[src/rtl/pipe_stage_reg_if.sv]
// ---------------------------------------------------------------------------
// pipe_stage_reg_if
//
// Purpose:
//   Bundles the two ready/valid handshakes around one pipeline stage
//   register: the upstream side (in_*) and the downstream side (out_*).
//
// Parameters:
//   DATA_W     payload width in bits
//
// Signals:
//   in_valid   upstream has a payload
//   in_data    upstream payload
//   in_ready   stage can accept (registered inside the stage)
//   out_valid  stage presents a payload downstream
//   out_data   presented payload, or the bubble value when out_valid=0
//   out_ready  downstream accepts
//
// Modports:
//   slave      the stage register itself
//   master     the surrounding pipeline (producer and consumer stages)
// ---------------------------------------------------------------------------
interface pipe_stage_reg_if #(
    parameter int DATA_W = 64
);
    logic              in_valid;
    logic [DATA_W-1:0] in_data;
    logic              in_ready;
    logic              out_valid;
    logic [DATA_W-1:0] out_data;
    logic              out_ready;

    modport slave (
        input  in_valid,
        input  in_data,
        input  out_ready,
        output in_ready,
        output out_valid,
        output out_data
    );

    modport master (
        output in_valid,
        output in_data,
        output out_ready,
        input  in_ready,
        input  out_valid,
        input  out_data
    );
endinterface : pipe_stage_reg_if

[src/rtl/pipe_stage_reg.sv]
// ---------------------------------------------------------------------------
// pipe_stage_reg
//
// Purpose:
//   Parametrised ready/valid pipeline stage register with a 2-entry skid
//   buffer, hazard stall and flush. Carries any inter-stage payload
//   (PC+4, instruction, control bundle) as one DATA_W vector.
//   in_ready is fully registered, so no combinational ready path crosses
//   the stage boundary; the skid entry absorbs the beat that arrives while
//   the registered ready is catching up with a downstream stall.
//
// Parameters:
//   DATA_W      payload width in bits
//   BUBBLE_VAL  value driven on out_data while out_valid=0 (NOP encoding)
//   CNT_W       width of the statistics counters
//
// Ports:
//   Clk         clock, all state updates on the rising edge
//   Reset_n     asynchronous active-low reset
//   bus         handshake bundle (slave modport): in_valid/in_data/in_ready
//               upstream, out_valid/out_data/out_ready downstream
//   Stall       hazard hold, freezes downstream transfer
//   Flush       kills all held payloads, highest priority
//   stall_cnt   saturating count of cycles with Stall=1
//   flush_cnt   saturating count of cycles with Flush=1
//
// Configuration:
//   PIPE_STAGE_STATS_EN  when defined, stall_cnt/flush_cnt are live
//                        saturating counters; when undefined they are tied
//                        to zero and the ports remain for interface parity.
// ---------------------------------------------------------------------------
module pipe_stage_reg #(
    parameter int                DATA_W     = 64,
    parameter logic [DATA_W-1:0] BUBBLE_VAL = '0,
    parameter int                CNT_W      = 16
) (
    input  logic             Clk,
    input  logic             Reset_n,
    pipe_stage_reg_if.slave  bus,
    input  logic             Stall,
    input  logic             Flush,
    output logic [CNT_W-1:0] stall_cnt,
    output logic [CNT_W-1:0] flush_cnt
);

    // Occupancy of the stage. SKID means both the main (output) entry and
    // the skid entry hold payloads; the main entry is always the older one.
    typedef enum logic [1:0] {
        ST_EMPTY = 2'b00,
        ST_FULL  = 2'b01,
        ST_SKID  = 2'b11
    } state_e;

    state_e            state_q,     state_d;
    logic [DATA_W-1:0] main_data_q, main_data_d;
    logic [DATA_W-1:0] skid_data_q, skid_data_d;
    logic              out_valid_q, out_valid_d;
    logic              in_ready_q,  in_ready_d;

    logic accept;
    logic drain;

    // Upstream transfer uses the registered ready; a downstream transfer is
    // blocked by a stall even if the consumer is ready.
    assign accept = bus.in_valid & in_ready_q;
    assign drain  = out_valid_q & bus.out_ready & ~Stall;

    // -----------------------------------------------------------------------
    // Next-state decode
    // -----------------------------------------------------------------------
    always_comb begin
        // NOTE: every signal assigned here gets a default first so no path
        // leaves it unassigned, which would otherwise infer a latch.
        state_d     = state_q;
        main_data_d = main_data_q;
        skid_data_d = skid_data_q;

        if (Flush) begin
            // Flush wins over stall and over a same-cycle accept.
            state_d     = ST_EMPTY;
            main_data_d = BUBBLE_VAL;
            skid_data_d = BUBBLE_VAL;
        end else begin
            unique case (state_q)
                ST_EMPTY: begin
                    if (accept) begin
                        state_d     = ST_FULL;
                        main_data_d = bus.in_data;
                    end
                end
                ST_FULL: begin
                    if (accept && drain) begin
                        main_data_d = bus.in_data;
                    end else if (drain) begin
                        state_d     = ST_EMPTY;
                        main_data_d = BUBBLE_VAL;
                    end else if (accept) begin
                        // Downstream is not taking the main entry (not
                        // ready or stalled): park the new beat behind it.
                        state_d     = ST_SKID;
                        skid_data_d = bus.in_data;
                    end
                end
                ST_SKID: begin
                    // in_ready is low here, so only a drain can happen.
                    if (drain) begin
                        state_d     = ST_FULL;
                        main_data_d = skid_data_q;
                        skid_data_d = BUBBLE_VAL;
                    end
                end
                default: begin
                    state_d     = ST_EMPTY;
                    main_data_d = BUBBLE_VAL;
                    skid_data_d = BUBBLE_VAL;
                end
            endcase
        end

        // Outputs are computed from the next state so they can be
        // registered; out_data is main_data_q directly because the main
        // entry is forced to BUBBLE_VAL whenever it becomes invalid.
        out_valid_d = (state_d != ST_EMPTY);
        in_ready_d  = (state_d != ST_SKID) & ~Stall;
    end

    // -----------------------------------------------------------------------
    // State registers
    // -----------------------------------------------------------------------
    always_ff @(posedge Clk or negedge Reset_n) begin
        if (!Reset_n) begin
            state_q     <= ST_EMPTY;
            // NOTE: the payload registers are reset too, because out_data
            // must show BUBBLE_VAL immediately on reset rather than whatever
            // stale payload was in flight.
            main_data_q <= BUBBLE_VAL;
            skid_data_q <= BUBBLE_VAL;
            out_valid_q <= 1'b0;
            in_ready_q  <= 1'b0;
        end else begin
            // NOTE: non-blocking assignments so every register samples the
            // pre-edge values regardless of statement order.
            state_q     <= state_d;
            main_data_q <= main_data_d;
            skid_data_q <= skid_data_d;
            out_valid_q <= out_valid_d;
            in_ready_q  <= in_ready_d;
        end
    end

    assign bus.in_ready  = in_ready_q;
    assign bus.out_valid = out_valid_q;
    assign bus.out_data  = main_data_q;

    // -----------------------------------------------------------------------
    // Statistics counters
    // -----------------------------------------------------------------------
`ifdef PIPE_STAGE_STATS_EN
    logic [CNT_W-1:0] stall_cnt_q;
    logic [CNT_W-1:0] flush_cnt_q;

    // Saturate at all-ones instead of wrapping; only reset clears them.
    always_ff @(posedge Clk or negedge Reset_n) begin
        if (!Reset_n) begin
            stall_cnt_q <= '0;
            flush_cnt_q <= '0;
        end else begin
            if (Stall && (stall_cnt_q != '1)) begin
                stall_cnt_q <= stall_cnt_q + CNT_W'(1);
            end
            if (Flush && (flush_cnt_q != '1)) begin
                flush_cnt_q <= flush_cnt_q + CNT_W'(1);
            end
        end
    end

    assign stall_cnt = stall_cnt_q;
    assign flush_cnt = flush_cnt_q;
`else
    assign stall_cnt = '0;
    assign flush_cnt = '0;
`endif

    // -----------------------------------------------------------------------
    // Structural invariants
    // -----------------------------------------------------------------------
`ifndef SYNTHESIS
    // The skid entry is never offered a new beat.
    a_skid_not_ready : assert property (
        @(posedge Clk) disable iff (!Reset_n)
        (state_q == ST_SKID) |-> !in_ready_q
    );

    // An invalid output always shows the bubble encoding.
    a_bubble_when_idle : assert property (
        @(posedge Clk) disable iff (!Reset_n)
        !out_valid_q |-> (main_data_q == BUBBLE_VAL)
    );

    // out_valid mirrors occupancy.
    a_valid_tracks_state : assert property (
        @(posedge Clk) disable iff (!Reset_n)
        out_valid_q == (state_q != ST_EMPTY)
    );
`endif

endmodule : pipe_stage_reg

[src/flat_wrapper.sv]
// flat-port wrapper written by rule: the top's interface ports become plain ports
module pipe_stage_reg_flat 
#(
    parameter int                DATA_W     = 64,
    parameter logic [DATA_W-1:0] BUBBLE_VAL = '0,
    parameter int                CNT_W      = 16
)
  (Clk, Reset_n, Stall, Flush, stall_cnt, flush_cnt, bus_in_valid, bus_in_data, bus_out_ready, bus_in_ready, bus_out_valid, bus_out_data);
  pipe_stage_reg_if #(.DATA_W(DATA_W)) bus_i ();
  input  logic Clk;
  input  logic Reset_n;
  input  logic Stall;
  input  logic Flush;
  output logic [CNT_W-1:0] stall_cnt;
  output logic [CNT_W-1:0] flush_cnt;
  input wire logic [$bits(bus_i.in_valid)-1:0] bus_in_valid;
  input wire logic [$bits(bus_i.in_data)-1:0] bus_in_data;
  input wire logic [$bits(bus_i.out_ready)-1:0] bus_out_ready;
  output wire logic [$bits(bus_i.in_ready)-1:0] bus_in_ready;
  output wire logic [$bits(bus_i.out_valid)-1:0] bus_out_valid;
  output wire logic [$bits(bus_i.out_data)-1:0] bus_out_data;
  assign bus_i.in_valid = bus_in_valid;
  assign bus_i.in_data = bus_in_data;
  assign bus_i.out_ready = bus_out_ready;
  assign bus_in_ready = bus_i.in_ready;
  assign bus_out_valid = bus_i.out_valid;
  assign bus_out_data = bus_i.out_data;
  pipe_stage_reg #(.DATA_W(DATA_W), .BUBBLE_VAL(BUBBLE_VAL), .CNT_W(CNT_W)) u_core (.Clk(Clk), .Reset_n(Reset_n), .bus(bus_i), .Stall(Stall), .Flush(Flush), .stall_cnt(stall_cnt), .flush_cnt(flush_cnt));
endmodule
[config.mk]
export PLATFORM = sky130hd
export DESIGN_NAME = pipe_stage_reg_flat
export DESIGN_NICKNAME = d
export VERILOG_FILES = /design/src/rtl/pipe_stage_reg_if.sv /design/src/rtl/pipe_stage_reg.sv /design/src/flat_wrapper.sv
export SDC_FILE = /design/constraint.sdc
export NUM_CORES = 1
export LEC_CHECK = 0
export ABC_AREA = 1
export ABC_CLOCK_PERIOD_IN_PS = 2800
export CAP_MARGIN = 10
export CORE_ASPECT_RATIO = 2
export CORE_UTILIZATION = 45
export DETAILED_ROUTE_END_ITERATION = 10
export PLACE_DENSITY_LB_ADDON = 0.3
export SLEW_MARGIN = 10
export SYNTH_ARGS = -nofsm -noshare
export SYNTH_HDL_FRONTEND = slang
export SYNTH_SLANG_ARGS = --single-unit
[constraint.sdc]
create_clock -name Clk -period 2.8 [get_ports Clk]
set_clock_uncertainty 0.2 [all_clocks]
set_input_delay 0.28 -clock Clk [delete_from_list [all_inputs] [get_ports Clk]]
set_output_delay 0.28 -clock Clk [all_outputs]
set_load 0.01 [all_outputs]
# ---- Word level (Yosys, flattened, before mapping)
# Cells that the tools add are included.
dict set report word_totals {
  memories 0
  in_bits 70
  wordCells 42
  regBits 132
  rom_bits 0
  latch_bits 0
  ram_bits 0
  output_inout_bits 98
}
dict set report classes {
  muxes 17
  eq_ne 10
  n_reduce_logical 5
  n_div 0
  addsub 0
  n_lt_le_gt_ge 0
  shift 0
  bitwise_logic 5
  mul 0
}
# cell n
set ops {}
lappend ops {{64-bit 2-to-1 mux} 8}
lappend ops {{64-bit one-hot mux with 3 select lines} 2}
lappend ops {{2-bit 2-to-1 mux} 6}
lappend ops {{3-bit by 2-bit != test with 1-bit output (second input constant)} 3}
lappend ops {{3-bit != test (second input constant)} 2}
lappend ops {{2-bit one-hot mux with 3 select lines} 1}
lappend ops {{5-bit AND reduction} 1}
lappend ops {{1-bit AND} 4}
lappend ops {{2-bit != test (second input constant)} 2}
lappend ops {{4-bit by 2-bit != test with 1-bit output (second input constant)} 1}
lappend ops {{3-bit AND reduction} 1}
lappend ops {{2-bit by 1-bit == test with 1-bit output (second input constant)} 1}
lappend ops {{2-bit == test (second input constant)} 1}
lappend ops {{2-bit zero test} 1}
lappend ops {{2-bit nonzero test} 1}
lappend ops {{1-bit logical AND} 1}
lappend ops {{1-bit NOT} 1}

# ---- Depth between registers and ports, before layout
dict set report logic_depth {
  ltp_word 8
  depth_mapped 9
  ltp_nobuf 8
}

# ---- Worst setup path after synthesis
# OpenSTA, ideal clock, no wires.
dict set report synth_timing {
  path_kind {reg2reg}
  start {register u_core.out_valid_q, in the netlist u_core.bus.out_valid}
  end {register u_core.skid_data_q[10]}
  setup_slack_ps 1356
  synth_period_minus_slack_ps 1444
  setup_ps 116
  n_path_buf 1
  arrival_ps 1128
  stages_incl_launch_ff 8
  t_required_ps 2484
  cell_sequence {dfrtp_1 -> nand2_1 -> nor2_1 -> o21ai_1 -> nand3_2 -> buf_2 -> nand2_1 -> nand2_1}
}
dict set report synth_via {
  elab_chain_len 5
  elab_cells_between_ends 7
  cone_classes {3 x eq/ne; 2 x bitwise; 2 x reduce/logical}
}
# item line
set synth_rtl {}
lappend synth_rtl {{start, declared} pipe_stage_reg.sv:57} ;# logic out_valid_q, out_valid_d;
lappend synth_rtl {{start signal, assigned} pipe_stage_reg.sv:146} ;# out_valid_q <= out_valid_d;
lappend synth_rtl {{1-bit AND (*) (2 in series)} pipe_stage_reg.sv:66} ;# assign drain = out_valid_q & bus.out_ready & ~Stall;
lappend synth_rtl {{1-bit logical AND} pipe_stage_reg.sv:92} ;# if (accept && drain) begin
lappend synth_rtl {{3-bit != test (no source line)} --}
lappend synth_rtl {{5-bit AND reduction (no source line) (*)} --}
lappend synth_rtl {{end signal, assigned} pipe_stage_reg.sv:145} ;# skid_data_q <= skid_data_d;
lappend synth_rtl {{end, declared} pipe_stage_reg.sv:56} ;# logic [DATA_W-1:0] skid_data_q, skid_data_d;
# Mark *: on every way between the ends. The rest lies on a longest branch, timed or not.
# A chain may end at the register's enable or synchronous reset.

# ---- Worst setup path in the final report
dict set report layout_timing {
  start {register u_core.out_valid_q, in the netlist u_core.bus.out_valid}
  end {register u_core.skid_data_q[7]}
}
# The elaborated chain is that of the path after synthesis.

==> results.md <==
| Result | Value |
| --- | --- |
| Result of the run | completed |
| Final setup viols | 0 |
| Top-area cell type share of the netlist area | 49.2% |
| Type of the worst min-delay path | input port to async pin |
| Worst path arrival time | 2160 ps |
| Number of ports placed on the die boundary | 168 |
| Cell with the most instances after synthesis | sky130_fd_sc_hd__nand2_1 |
| Largest delay share family, worst path | compound AO/OA/AOI/OAI gates |
| Remaining max-slew budget at the tightest pin | 51.0% |
| Biggest area consumer among synthesized cells | sky130_fd_sc_hd__dfrtp_1 |
| Adder-cell area share of the yosys netlist | 0% |
| Worst Tran Pin Value | 731 ps |
| Critical-path cell with the highest stage delay | sky130_fd_sc_hd__o21ai_4 |
| Global-route usage over all layers | 22.9% |
| Number of vias per cell | 4.73 |
| CP endpoint | u_core.skid_data_q[7] |
| Antenna Nets Post-Route | 0 |
| Cell type with the highest occurrence count on the critical path | sky130_fd_sc_hd__nand2_1 |
| Worst-skew pair later-pin latency | 410 ps |
| Accumulated negative setup slack | 0 ps |
| Routed WL per cell | 13.1 µm |
| DIE WIDTH | 88.4 µm |
| Synthesis-to-layout area growth | 29.0% |
| CTS Buf Count | 17 |
| CP Depth | 7 |
| YS warnings | 0 |
| Required arrival time at the worst endpoint | 2900 ps |
| Total grt overflow | 0 |
| Origin of the worst setup path | u_core.bus.out_valid |
| Wire length after detailed routing | 16.6 mm |
| Pin count of the biggest net entering global routing | 65 |
| Portion of netlist area occupied by mux cells | 0% |
| Wire length of the first global-routing pass | 27.4 mm |
| Total number of H-tree levels | 4 |
| Post-synthesis area per instance | 7.04 µm² |
| Net count reported at finish | 1,139 |
| Total standard cell area after synthesis | 6710 µm² |
| Nature of the critical path startpoint | flip-flop |
| Synth Area in XOR/XNOR | 0% |
| Number of search-and-repair iterations in the first detailed-routing pass | 5 |
| Input/output buffers | 135 |
| Antenna violations before repair | 1 |
| Fraction of registers with async set/reset | 100% |
| Root Buffer | sky130_fd_sc_hd__clkbuf_16 |
| Launching point of the worst reg2reg path | u_core.bus.out_valid |
| Count of state elements after synthesis | 132 |
| Initial DRC Count | 427 |
| Count of maximum capacitance violations | 0 |
| Setup repair after global routing missed its margin | no |
| Number of cells produced by synthesis | 953 |
| Total die area | 15,400 µm² |
| Cells taking the most area after synthesis | sky130_fd_sc_hd__dfrtp_1 49%, sky130_fd_sc_hd__nand2_1 29%, sky130_fd_sc_hd__buf_4 5.1%, sky130_fd_sc_hd__nand3_1 5.1%, sky130_fd_sc_hd__nor2_1 3.9% |
| Ordered cell list for the critical path | nand2_1, nor2_1, o21ai_4, nand3_2, buf_12, nand2_1, nand2_1 |
| Ranking of synthesized cells by instance count | 519 x sky130_fd_sc_hd__nand2_1, 132 x sky130_fd_sc_hd__dfrtp_1, 70 x sky130_fd_sc_hd__nor2_1 |
| Compound-cell area share of the yosys netlist | 0.298% |
| FF-to-FF End | u_core.skid_data_q[7] |
| DRC Markers | 0 |
| Routability-driven placement congestion ratio | 0.817 |
| Synth Flop Type | sky130_fd_sc_hd__dfrtp_1 |
| Part of the cycle the worst path needs | 73.7% |
| Logic depth of the worst register-to-register path | 7 |
| Worst R2R Setup Slack | 740 ps |
| HPWL reported at the end of detailed placement | 10.4 mm |
| Setup Fix Bufs, Post-CTS | 0 |
| Count of unique library cells instantiated by Yosys | 15 |
| VDD IR-drop max | 0.403 mV |
| Lkg Pwr | 4.91 nW |
| Floorplan Core Area | 14,400 µm² |
| Starting Density | 46.5% |
| Post-synthesis share of cell area spent on and, or, nand and nor gates | 38.5% |
| Worst Path Buf+Inv | 1 |
| FMAX | 485 MHz |
| Final non-filler cell total | 1,275 |
| CTS tree | done |
| Kind of critical path | flip-flop to flip-flop |
| Worst Setup End Kind | flip-flop |
| Clock Pin Slew Worst Setup and Hold Paths | 60 ps |
| Detailed-route via count | 6,028 |
| Setup WS post-layout | 737 ps |
| Pre-CTS setup slack | 410 ps |
| Final number of max-transition violations | 0 |
| Worst-path maximum fanout | 64 |
| Register area share after synthesis | 49.2% |
| Proportion of layout cells with a drive suffix above 1 | 5.18% |
| Fill cell total of the finished layout | 1,368 |
| Combinational family with the most area after synthesis | simple AND/OR/NAND/NOR gates |
| Clk sinks | 132 |
| Number of buffers between clock root and the deepest sink | 2 |
| Cell Rows | 62 |
| Highest cell delay on the worst timing path | 580 ps |
| Final hold violation count | 0 |
| Vias in the first global route | 5,736 |
| Number of cells in the design after placement | 1,241 |
| DIE HEIGHT | 175 µm |
| Minimum clock period | 2060 ps |
| Pwr Density | 608 nW/µm² |
| EDFF count, synth | 0 |
==> worst min path at each step <==
stage / start / to / slack, ps / cells after the start
2_1_floorplan: Reset_n / u_core.bus.in_ready / -220 / 0
3_3_place_gp: Reset_n / u_core.bus.out_data[8] / 110 / 1
3_5_place_dp: Reset_n / u_core.bus.out_data[8] / 110 / 1
4_1_cts: Reset_n / u_core.skid_data_q[8] / 230 / 2
5_1_grt: u_core.skid_data_q[8] / u_core.skid_data_q[8] / 280 / 2
6_report: Reset_n / u_core.bus.out_data[8] / 200 / 2
==> cells in the final DEF (no fill, tap or decap), drive strengths merged, types with 2 or more instances in the layout <==
cell type,instances
buf,15
bufinv,2
clkbuf,17
clkdlybuf4s50,134
clkinv,5
clkinvlp,5
conb,32
dfrtp,132
inv,74
nand2,520
nand3,70
nor2,71
o21ai,4
==> worst register-to-register path, delay by kind of cell (launching register included) <==
family	cells	cell delay, ps
flops	1	390
simple gates	5	500
buf+inv	1	260
compound gates	1	580
==> logic make-up (layout without fill, tap and decap cells) <==
kind of cell	after synthesis	after routing
buffers and inverters	155	253
other	1	33
DFF	132	132
AOI/OAI and AO/OA	4	4
and+or+nand+nor	661	661
==> metrics by stage <==
stage | power (mW) | instance area [µm²] | hold slack (ps) | utilization, %
2_1_floorplan | 2.66 | 6830 | -216 | -
3_3_place_gp | 3.10 | 8060 | 110 | 55.9
3_5_place_dp | 3.11 | 8060 | 110 | 55.9
4_1_cts | 5.31 | 8650 | 235 | 60.0
5_1_grt | 5.49 | 8650 | 283 | 60.0
6_report | 5.26 | 8650 | 199 | 60.0
==> report_power, final <==
group	leakage [nW]	total (mW)	internal [mW]	switching (mW)
clock network	0.272	2.19	1.31	0.873
logic	2.86	0.923	0.410	0.513
registers	1.78	2.15	2.06	0.0886
==> cell type report <==
type / count / area (µm²) / share of cell area (%)
tap: 192 / 240 / 2.78
timing repair buffer: 150 / 1520 / 17.5
clock inverter: 15 / 156 / 1.81
inverter: 71 / 267 / 3.08
sequential: 132 / 3300 / 38.2
antenna: 1 / 2.50 / 0.0289
clock buffer: 17 / 425 / 4.92
multi-input combinational: 697 / 2740 / 31.7
==> metal layers <==
| metal | GRT usage (%) | part of all wire [%] |
|---|---|---|
| met1 | 27.5 | 40 |
| met2 | 39.6 | 52 |
| met3 | 3.12 | 4.6 |
| met4 | 10.2 | 3.0 |
| met5 | 0 | 0 |
==> repair_timing <==
| item | 4_1_cts | 5_1_grt |
|---|---|---|
| gates resized for setup | 0 | 0 |
| hold endpoints to repair | 60 | 0 |
| hold buffers | 1 | 0 |
==> registers in the layout (all words and copies together) (netlist names) <==
register,count
u_core.skid_data_q,64
u_core.bus.out_data,64
u_core.bus.out_valid,1
u_core.bus.in_ready,1
u_core.state_q,2
(Power assumes the default switching activity.)
